===== config.mk =====
export PLATFORM = sky130hd
export DESIGN_NAME = dpp_table
export DESIGN_NICKNAME = d
export VERILOG_FILES = /design/src/rtl/dpp_table.sv
export SDC_FILE = /design/constraint.sdc
export NUM_CORES = 1
export LEC_CHECK = 0
export ABC_AREA = 1
export BUFFER_PORTS_ARGS = -buffer_cell sky130_fd_sc_hd__buf_4
export CAP_MARGIN = 20
export CORE_MARGIN = 4
export CORE_UTILIZATION = 52
export CTS_BUF_LIST = sky130_fd_sc_hd__clkbuf_4 sky130_fd_sc_hd__clkbuf_8
export DETAILED_ROUTE_END_ITERATION = 10
export GPL_TIMING_DRIVEN = 0
export PLACE_DENSITY = 0.74
export SLEW_MARGIN = 15
export SYNTH_ARGS = -nofsm -noshare
export SYNTH_HDL_FRONTEND = slang
export SYNTH_SLANG_ARGS = --single-unit
export TNS_END_PERCENT = 100

===== constraint.sdc =====
create_clock -name clk -period 6.5 [get_ports clk]
set_clock_uncertainty 0.2 [all_clocks]
set_input_delay 0.975 -clock clk [delete_from_list [all_inputs] [get_ports clk]]
set_output_delay 0.975 -clock clk [all_outputs]
set_load 0.03 [all_outputs]

===== src/rtl/dpp_table.sv =====
// dpp_table: round-robin drainer of philosopher HUNGRY(0)/DONE(1) events that tracks forks and pulses may_eat grants (ports: clk, reset, philo_empty/philo_data in, philo_ack/may_eat/eating/fork_busy/protocol_err out)
module dpp_table #(
  parameter  int N_PHILO = 5,
  localparam int PTR_W   = $clog2(N_PHILO)
) (
  input  logic               clk,
  input  logic               reset,
  input  logic [N_PHILO-1:0] philo_empty,
  input  logic [N_PHILO-1:0] philo_data,
  output logic [N_PHILO-1:0] philo_ack,
  output logic [N_PHILO-1:0] may_eat,
  output logic [N_PHILO-1:0] eating,
  output logic [N_PHILO-1:0] fork_busy,
  output logic               protocol_err
);
  localparam logic HUNGRY = 1'b0;
  typedef enum logic [1:0] {SCAN, HANDLE, CHK_L, CHK_R} st_t;
  st_t st_q;
  logic [PTR_W-1:0] ptr_q, idx_q, gj;
  logic ev_q, err_q, do_grant;
  logic [N_PHILO-1:0] hungry_q, eating_q, fork_q, ack_q, may_q;
  function automatic logic [PTR_W-1:0] nxt(input logic [PTR_W-1:0] p);
    return (int'(p) == N_PHILO - 1) ? '0 : p + 1'b1;
  endfunction
  function automatic logic [PTR_W-1:0] prv(input logic [PTR_W-1:0] p);
    return (p == '0) ? PTR_W'(N_PHILO - 1) : p - 1'b1;
  endfunction
  always_comb begin
    gj = (st_q == CHK_L) ? prv(idx_q) : (st_q == CHK_R) ? nxt(idx_q) : idx_q;
    do_grant = ((st_q == HANDLE && ev_q == HUNGRY && !eating_q[idx_q] && !hungry_q[idx_q]) ||
                ((st_q == CHK_L || st_q == CHK_R) && hungry_q[gj])) &&
               !fork_q[gj] && !fork_q[nxt(gj)];
  end
  always_ff @(posedge clk) begin
    if (reset) begin
      st_q     <= SCAN;
      ptr_q    <= '0;
      idx_q    <= '0;
      ev_q     <= 1'b0;
      err_q    <= 1'b0;
      hungry_q <= '0;
      eating_q <= '0;
      fork_q   <= '0;
      ack_q    <= '0;
      may_q    <= '0;
    end else begin
      ack_q <= '0;
      may_q <= '0;
      case (st_q)
        SCAN: begin
          if (!philo_empty[ptr_q]) begin
            ev_q         <= philo_data[ptr_q];
            idx_q        <= ptr_q;
            ack_q[ptr_q] <= 1'b1;
            st_q         <= HANDLE;
          end else ptr_q <= nxt(ptr_q);
        end
        HANDLE: begin
          ptr_q <= nxt(idx_q);
          st_q  <= SCAN;
          if (ev_q == HUNGRY) begin
            if (eating_q[idx_q] || hungry_q[idx_q]) err_q <= 1'b1;
            else if (!do_grant) hungry_q[idx_q] <= 1'b1;
          end else if (!eating_q[idx_q]) err_q <= 1'b1;
          else begin
            eating_q[idx_q]    <= 1'b0;
            fork_q[idx_q]      <= 1'b0;
            fork_q[nxt(idx_q)] <= 1'b0;
            st_q               <= CHK_L;
          end
        end
        CHK_L:   st_q <= CHK_R;
        default: st_q <= SCAN;
      endcase
      if (do_grant) begin
        may_q[gj]       <= 1'b1;
        eating_q[gj]    <= 1'b1;
        hungry_q[gj]    <= 1'b0;
        fork_q[gj]      <= 1'b1;
        fork_q[nxt(gj)] <= 1'b1;
      end
    end
  end
  assign philo_ack    = ack_q;
  assign may_eat      = may_q;
  assign eating       = eating_q;
  assign fork_busy    = fork_q;
  assign protocol_err = err_q;
endmodule


Word-level counts from Yosys, hierarchy flattened
Index checks and enable logic that the tools add are counted.
{"block": "op_classes", "n_addsub": 4, "order_cmp": 10, "n_eq_ne": 9, "n_mux": 55, "bitwise_logic": 15, "reduce_logical": 27}
{"cell": "5-bit 2-to-1 mux", "count": 16}
{"cell": "1-bit binary-select mux with 3-bit select", "count": 7}
{"cell": "3-bit 2-to-1 mux", "count": 7}
{"cell": "5-bit bitwise AND", "count": 4}
{"cell": "3-bit by 4-bit < comparator with 1-bit output (second input constant)", "count": 5}
{"cell": "5-bit OR", "count": 4}
{"cell": "1-bit demux with 3-bit select", "count": 5}
{"cell": "3-bit by 1-bit greater-or-equal comparator with 1-bit output (second input constant)", "count": 5}
{"cell": "1-bit 2-to-1 mux", "count": 15}
{"cell": "5-bit NOT", "count": 3}
{"cell": "1-bit logical AND", "count": 11}
{"cell": "3-bit by 1-bit adder with 3-bit output (second input constant)", "count": 3}
{"cell": "3-bit == test (second input constant)", "count": 3}
{"cell": "2-bit 2-to-1 mux", "count": 3}
{"cell": "2-bit inequality test (second input constant)", "count": 3}
{"cell": "2-bit one-hot mux with 3 select lines", "count": 1}
{"cell": "3-bit one-hot mux with 2 select lines", "count": 1}
{"cell": "2-bit == test (second input constant)", "count": 2}
{"cell": "1-bit zero test", "count": 4}
{"cell": "1-bit NOT", "count": 4}
{"cell": "2-bit AND reduction", "count": 2}
{"cell": "2-bit nonzero test", "count": 2}
{"cell": "3-bit zero test", "count": 1}
{"cell": "1-bit logical OR", "count": 3}
{"cell": "6 further kinds", "count": 6}
{"block": "word_totals", "reg_bits": 35, "wordCells": 130}

Logic depth before layout (Yosys ltp)
Gate-level depths: netlist (run 1).
{"block": "logic_depth", "depth_word": 17, "ltp_mapped": 20}

Least setup slack after synthesis (run 1)
Ideal clock, no wire load.
{"block": "synth_path", "path_type": "register -> register", "startpoint": "register idx_q[0]", "endpoint": "register hungry_q[0]", "setup_time_ps": 111, "arrival_ps": 2261, "path_slack_ps": 3928, "stages_incl_launch_ff": 18, "n_path_buf": 0, "period_less_slack_ps": 2572, "path_cell_list": "dfxtp_1 -> inv_2 -> ha_1 -> nand2_1 -> nand3_2 -> nand3_4 -> inv_2 -> ha_1 -> nor2_1 -> nand4_1 -> nand2_2 -> nor2_2 -> nand2_1 -> nand2_4 -> nor2_8 -> nand3_1 -> nand2_1 -> nor2_1"}
{"block": "synth_via", "elab_chain_cells": 17, "word_cells_on_any_way": 51, "classes_between": "3 x add/sub; 4 x order compare; 2 x eq/ne; 25 x mux; 3 x bitwise; 14 x reduce/logical"}
{"item": "from (decl)", "line": "19", "text": "logic [PTR_W-1:0] ptr_q, idx_q, gj;"}
{"item": "from (signal assigned)", "line": "53", "text": "idx_q <= ptr_q;"}
{"item": "3-bit by 1-bit adder with 3-bit output or 3-bit == test (tied branches)", "line": "23", "text": "return (int'(p) == N_PHILO - 1) ? '0 : p + 1'b1;"}
{"item": "3-bit 2-to-1 mux", "line": "23"}
{"item": "3-bit 2-to-1 mux (2 in a row)", "line": "29", "text": "gj = (st_q == CHK_L) ? prv(idx_q) : (st_q == CHK_R) ? nxt(idx_q) : idx_q;"}
{"item": "3-bit by 1-bit adder with 3-bit output, or another cell as far along", "line": "23"}
{"item": "3-bit 2-to-1 mux or 1-bit 2-to-1 mux (tied branches)", "line": "23, 31"}
{"item": "1-bit binary-select mux with 3-bit select or 1-bit logical AND (tied branches)", "line": "32, 31"}
{"item": "1-bit 2-to-1 mux (not written as such) or 1-bit logical OR (tied branches)", "line": "32, 30"}
{"item": "1-bit zero test or 1-bit logical AND (tied branches)", "line": "32, 31"}
{"item": "1-bit logical AND", "line": "32", "text": "!fork_q[gj] && !fork_q[nxt(gj)];"}
{"item": "5-bit 2-to-1 mux", "line": "63", "text": "else if (!do_grant) hungry_q[idx_q] <= 1'b1;"}
{"item": "5-bit 2-to-1 mux", "line": "62", "text": "if (eating_q[idx_q] || hungry_q[idx_q]) err_q <= 1'b1;"}
{"item": "5-bit 2-to-1 mux", "line": "61", "text": "if (ev_q == HUNGRY) begin"}
{"item": "5-bit 2-to-1 mux", "line": "49", "text": "case (st_q)"}
{"item": "5-bit 2-to-1 mux", "line": "35", "text": "if (reset) begin"}
{"item": "5-bit bitwise AND (no line)"}
{"item": "5-bit 2-to-1 mux (*)", "line": "75", "text": "if (do_grant) begin"}
{"item": "to (signal assigned)", "line": "41", "text": "hungry_q <= '0;"}
{"item": "to (signal, indexed assignment)", "line": "63"}
{"item": "to (signal, indexed assignment)", "line": "78", "text": "hungry_q[gj] <= 1'b0;"}
{"item": "to (decl)", "line": "21", "text": "logic [N_PHILO-1:0] hungry_q, eating_q, fork_q, ack_q, may_q;"}
Mark *: on every way between the ends. The rest lies on a longest branch, timed or not. The select of a mux whose other input is x is not followed.
A chain may end at the register's enable or synchronous reset.

Worst setup path after layout (run 1)
{"block": "layout_path", "startpoint": "register idx_q[0]", "endpoint": "register hungry_q[1]"}
Same word-level chain as after synthesis.

==> impl_metrics.yaml, run 1 <==
critical_path:
  end_kind: "register"
  path_common_cell: "nand2_1"
  crit_chain: "inv_2 -> ha_1 -> nand2_1 -> o21ai_0 -> nor2_1 -> ha_1 -> nand4_2 -> nand2_2 -> nand2_1 -> nand3_2 -> nand2_4 -> nor2_8 -> nand3_1 -> nand2_1 -> nor2_1"
  reg2reg_depth: 15
  reg2reg_from: "idx_q[0]"
  slowest_stage: "dfxtp_1"
  critPathRequiredTime_ns: 6.49
  criticalPathCategory: "register to register"
  crit_path_max_fanout: 8
  cp_top_family: "simple AND/OR/NAND/NOR gates"
  critPathLaunch: "idx_q[0]"
  arrival_ns: 2.96
  critPathLaunchType: "register"
  reg2reg_to: "hungry_q[1]"
  cpPeakStageDelay_ns: 0.45
  critPathBufInv: 1
  regToRegSetupSlack_ns: 3.53
clocking:
  cts_hold_buf: 0
  cts_resized: 0
  path_clk_slew_ns: 0.08
  cts_buffers: 5
  cts_htree_levels: 2
  cts_setup_buffers: 0
  clkLatencyLatePin_ns: 0.29
  clk_path_buf_depth: 2
  cts-root-buf: "clkbuf_8"
  cts_tree: "done"
  numClockSinks: 35
drt:
  dr.first_iter.drc_count: 119
  wirelength_um: 5130
  routed_via_density: 5.26
  postRouteAntennaNets: 0
  num_vias: 2156
  wl_per_cell_um: 12.5
  drt-pass1-iter-count: 4
  drc: 0
sta:
  slew_headroom_pct: 69.0
  grt_setup_unrepaired: "false"
  post-route-period-util_pct: 45.6
  worst_pin_slew_ns: 0.465
  setup_viol: 0
  fin_crit_ns: 2.97
  hold_viol_final: 0
  slew_viol_final: 0
  max_freq_ghz: 0.337
  setup_tns_ns: 0
  finalWorstSetupSlack_ns: 3.53
logic_synthesis:
  ys_warn_count: 0
  syn_area_per_cell_um2: 6.75
  syn_nets: 339
  synth_seq_cells: 35
  yosysSeqAreaShare_pct: 32.4
  synth_cell_types: 30
  syn_inst: 320
  syn-cell-area_mm2: 0.00216
power:
  clockPowerShare_pct: 13.1
  swShare_pct: 51.7
  p_int_w: 0.000589
  p_leak_nw: 1.21
  irDropWorstVdd_v: 0.000249
  seqPwrFrac_pct: 25.2
  switchingPower_w: 0.000630
  power.density_mw_per_mm2: 478
  combPwrFrac_pct: 61.7
global_route:
  grt_pass1_wl_um: 9160
  overflow: 0
  track_usage_pct: 21.9
  antenna_found_initial: 0
  grt_max_degree: 12
  grt_pass1_vias: 2054
placed_design:
  io_buffer_count: 32
  place_hpwl_um: 4100
  place_congestion: 0.960
  dpl_cell_area_mm2: 0.00246
  placedCellCount: 402
  dp_slack_ns: 3.54
die:
  initial_utilization_pct: 54.0
  dieWidth_um: 72.4
  core-area_mm2: 0.00400
  rows: 23
  chipHeight_um: 72.4
  io_pins: 33
  die-area_mm2: 0.00525
cells_and_area:
  area_growth_pct: 18.1
  final_nets: 378
  antennaDiodeCount: 0
  final_cells: 410
  drive_above_1_share_pct: 21.1
  final_core_utilization_pct: 63.8
  final_area_mm2: 0.00255
worst_hold_path:
  min_path_type: "register to register"
  worstHoldEndpoint: "eating[4]"
  min_path_cells: 2
  min_from: "eating[4]"
flow_run:
  drv_cap: 0
status:
  status: "completed"
==> synth_stat cells, drive strengths merged <==
cell type	number	area share [%]
nor4	5	1.4
inv	53	9.2
o22ai	4	1.2
a22oi	1	0.35
xnor2	2	0.81
buf	1	0.23
nand3b	1	0.35
nand2	77	15
nor3	14	3.7
nand3	30	9.8
a21oi	20	4.6
ha	7	4.1
nor2	33	7.1
clkbuf	4	0.70
o211ai	2	0.70
o21ai	24	5.6
a221oi	2	1.1
dfxtp	35	32
nand4	5	1.7
==> layout by cell type, fill, tap and decap left out, types with 2 or more instances in the layout <==
master    count
nand2_2       7
xnor2_1       2
nand2_1      68
dfxtp_1      35
nor2_1       27
o22ai_1       4
ha_1          7
inv_2         8
clkbuf_1      4
nand3_2       5
inv_1        45
o21ai_1       8
nand3_1      22
o21ai_0      16
clkbuf_8      5
buf_4        32
nor4_1        5
o211ai_1      2
nor3_1       12
nor3_2        2
a21oi_1      20
nand4_1       4
nor2_2        5
nand3_4       3
nand2_4       2
==> power groups by stage <==
stage	registers (W)	logic, W	clock network, W
3_5_place_dp	0.000313	0.000748	0
5_1_grt	0.000317	0.000844	0.000171
4_1_cts	0.000307	0.000752	0.000163
3_3_place_gp	0.000312	0.000736	0
6_report	0.000307	0.000752	0.000160
2_1_floorplan	0.000353	0.000534	0
==> stage by stage <==
step	total power (W)	hold slack, ns
finish	0.00122	0.281
global route	0.00133	0.328
CTS	0.00122	0.284
detailed placement	0.00106	0.272
global placement	0.00105	0.274
floorplan	0.000888	0.262
==> worst max path at each step <==
stage | slack (ns) | depth (start not counted) | end
final | 3.53 | 15 | hungry_q[1]
after global routing | 3.20 | 18 | hungry_q[4]
after CTS | 3.52 | 15 | hungry_q[1]
after detailed placement | 3.54 | 15 | hungry_q[1]
after global placement | 3.60 | 15 | hungry_q[1]
after floorplan | 3.93 | 17 | hungry_q[0]
==> metal layers <==
layer | vias up | share of wire [%] | track usage [%]
li1 | 1126 | - | -
met1 | 958 | 43 | 27.1
met2 | 64 | 48 | 37.7
met3 | 8 | 7.3 | 5.12
met4 | 0 | 1.3 | 6.35
met5 | - | 0 | 0
==> layout make-up <==
class | instances | area, um^2
buffer | 5 | 20.0
clock buffer | 6 | 76.3
clock inverter | 2 | 12.5
fill | 385 | 1450
inverter | 53 | 199
multi-input combinational | 227 | 1240
sequential | 35 | 701
tap | 50 | 62.6
timing repair buffer | 32 | 240
==> kinds of logic after synthesis <==
family | Yosys count | synth area share [%]
and+or+nand+nor | 165 | 39.0
AOI/OAI and AO/OA | 53 | 13.5
xor gates and xnor gates | 2 | 0.811
DFF | 35 | 32.4
buffers and inverters | 58 | 10.1
adders and majority gates | 7 | 4.06
==> sequential cells by signal (all words and copies together), names as in the netlist, 2 cells and up <==
signal	cells
eating	5
fork_busy	5
hungry_q	5
may_eat	5
philo_ack	5
idx_q	3
ptr_q	3
st_q	2
==> worst reg2reg max path, stage by stage (launching register included) <==
cell and delay (ns):
dfxtp_1 0.45, inv_2 0.13, ha_1 0.39, nand2_1 0.09, o21ai_0 0.13, nor2_1 0.24, ha_1 0.23, nand4_2 0.14
nand2_2 0.16, nand2_1 0.08, nand3_2 0.09, nand2_4 0.07, nor2_8 0.16, nand3_1 0.16, nand2_1 0.10, nor2_1 0.05
No activity file was read; power rests on OpenSTA's default activity.
==> inputs of run 2 (changes only) <==
- PLACE_DENSITY: 0.74 -> 0.77
- clock period: 6.5 -> 2.42 ns (I/O delays scaled with it)
==> run 2 against run 1 <==
The run now ends with setup timing left. Design area up 15%. Largest power group unchanged. Final cell count up 5.4%. Global-route usage up 3.7 points. Clock power rose to 2.7 times the previous value. Non-clock buffer count up 21. Via count up 9.8%. Flip-flop and latch count unchanged.
==> impl_metrics.yaml, run 2 (synthesized netlist as in run 1, its figures left out) <==
placed_design:
  place_hpwl_um: 4200
  io_buffer_count: 32
  dpl_cell_area_mm2: 0.00248
  place_congestion: 1.02
critical_path:
  regToRegSetupSlack_ns: -0.16
  critPathBufInv: 2
  crit_path_max_fanout: 7
  arrival_ns: 2.61
  slowest_stage: "dfxtp_4"
  critPathLaunchType: "register"
  criticalPathCategory: "register to register"
  reg2reg_to: "fork_busy[4]"
  reg2reg_depth: 16
  cpPeakStageDelay_ns: 0.39
  reg2reg_from: "idx_q[0]"
  cp_top_family: "simple AND/OR/NAND/NOR gates"
  end_kind: "register"
  critPathRequiredTime_ns: 2.45
  crit_chain: "inv_8 -> ha_4 -> nand2_2 -> nand3_2 -> nand3_4 -> inv_4 -> ha_4 -> nor2_2 -> nand4_1 -> nand2_2 -> nor2_4 -> nand3_2 -> nand2_4 -> nor2_8 -> nand3_4 -> o21ai_2"
drt:
  dr.first_iter.drc_count: 282
  wl_per_cell_um: 14.9
  routed_via_density: 5.48
  postRouteAntennaNets: 0
  wirelength_um: 6450
  num_vias: 2367
  drc: 0
  drt-pass1-iter-count: 5
flow_run:
  drv_cap: 0
global_route:
  grt_pass1_vias: 2299
  track_usage_pct: 25.6
  antenna_found_initial: 0
  grt_pass1_wl_um: 10500
  overflow: 0
  grt_max_degree: 12
cells_and_area:
  mostFrequentLayoutCells: "nand2_1 (64), buf_4 (52), inv_1 (43), dfxtp_1 (31), nor2_1 (19)"
  final_common_cell: "nand2_1"
  num-fill-cells: 333
  final_area_mm2: 0.00295
  drive_above_1_share_pct: 35.1
  antennaDiodeCount: 0
  area_growth_pct: 36.4
  final_nets: 400
clocking:
  path_clk_slew_ns: 0.08
  cts_hold_buf: 0
  cts_buffers: 5
  clkLatencyLatePin_ns: 0.29
  numClockSinks: 35
  cts_htree_levels: 2
  cts_tree: "done"
  clk_path_buf_depth: 2
  cts-root-buf: "clkbuf_8"
sta:
  slew_viol_final: 0
  setup_viol: 20
  worst_pin_slew_ns: 0.503
  slew_headroom_pct: 66.5
  hold_viol_final: 0
  post-route-period-util_pct: 107
  fin_hold_ws_ns: 0.0787
  fin_crit_ns: 2.58
  grt_setup_unrepaired: "true"
  setup_tns_ns: -2.56
  max_freq_ghz: 0.387
  finalWorstSetupSlack_ns: -0.164
die:
  io_pins: 33
  die-area_mm2: 0.00525
  initial_utilization_pct: 54.0
  chipHeight_um: 72.4
  core-area_mm2: 0.00400
  rows: 23
  dieWidth_um: 72.4
worst_hold_path:
  min_from: "reset"
  min_path_type: "input pin to register"
  worstHoldEndpoint: "st_q[0]"
  min_path_cells: 2
status:
  failed_checks: "setup timing"
  status: "complete, but fails checks"
power:
  p_leak_nw: 1.34
  power.density_mw_per_mm2: 1380
  irDropWorstVdd_v: 0.000669
[run 2: changes by cell type in the layout (fill, tap and decap cells not counted), sizes merged]
cell   change
buf       +21
nand3      +1
[run 2: power breakdown]
| part | internal [W] | switching (W) | total (W) |
|---|---|---|---|
| clock network | 0.000212 | 0.000220 | 0.000432 |
| logic | 0.00102 | 0.00175 | 0.00277 |
| registers | 0.000722 | 0.000130 | 0.000853 |
[run 2: timing repair]
item                       4_1_cts  5_1_grt
cloned                           1        0
setup endpoints to repair       20       20
setup buffers                   18        3
pin swaps                       17        5
hold endpoints to repair         0        0
resized for setup               41       13
[run 2: how the worst max path moves through the flow]
stage / from / endpoint / depth (start not counted)
after floorplan: idx_q[0] / hungry_q[0] / 18
after global placement: idx_q[0] / hungry_q[1] / 15
after detailed placement: idx_q[0] / hungry_q[1] / 15
after CTS: idx_q[0] / hungry_q[0] / 18
after global routing: idx_q[0] / hungry_q[0] / 18
final: idx_q[0] / fork_busy[4] / 16
[run 2: final cells by class]
cell class	count	area, um^2	share of cell area [%]
multi-input combinational	228	1440	48.9
clock inverter	2	12.5	0.425
timing repair buffer	53	410	13.9
clock buffer	6	76.3	2.59
tap	50	62.6	2.12
inverter	53	214	7.26
sequential	35	711	24.1
buffer	5	20.0	0.679
[run 2: through the flow]
stage	util [%]	setup WS, ns	cells	power [W]
2_1_floorplan	-	0.000550	320	0.00242
3_3_place_gp	61.9	-0.295	402	0.00285
3_5_place_dp	61.9	-0.371	402	0.00289
4_1_cts	71.9	0.000921	429	0.00382
5_1_grt	73.7	-0.257	432	0.00435
6_report	73.7	-0.164	432	0.00406
[run 2: layer usage]
layer	global-route usage (%)	share of wire (%)	wire length [um]
met1	31.2	40	2580
met2	43.8	51	3300
met3	4.16	6.5	416
met4	12.3	2.2	144
met5	0	0	0
[run 2: worst register-to-register path, stage by stage (launching register included)]
cell and delay [ns]:
dfxtp_4 0.39, inv_8 0.04, ha_4 0.17, nand2_2 0.10
nand3_2 0.12, nand3_4 0.14, inv_4 0.06, ha_4 0.17
nor2_2 0.11, nand4_1 0.11, nand2_2 0.17, nor2_4 0.06
nand3_2 0.09, nand2_4 0.08, nor2_8 0.21, nand3_4 0.16
o21ai_2 0.15
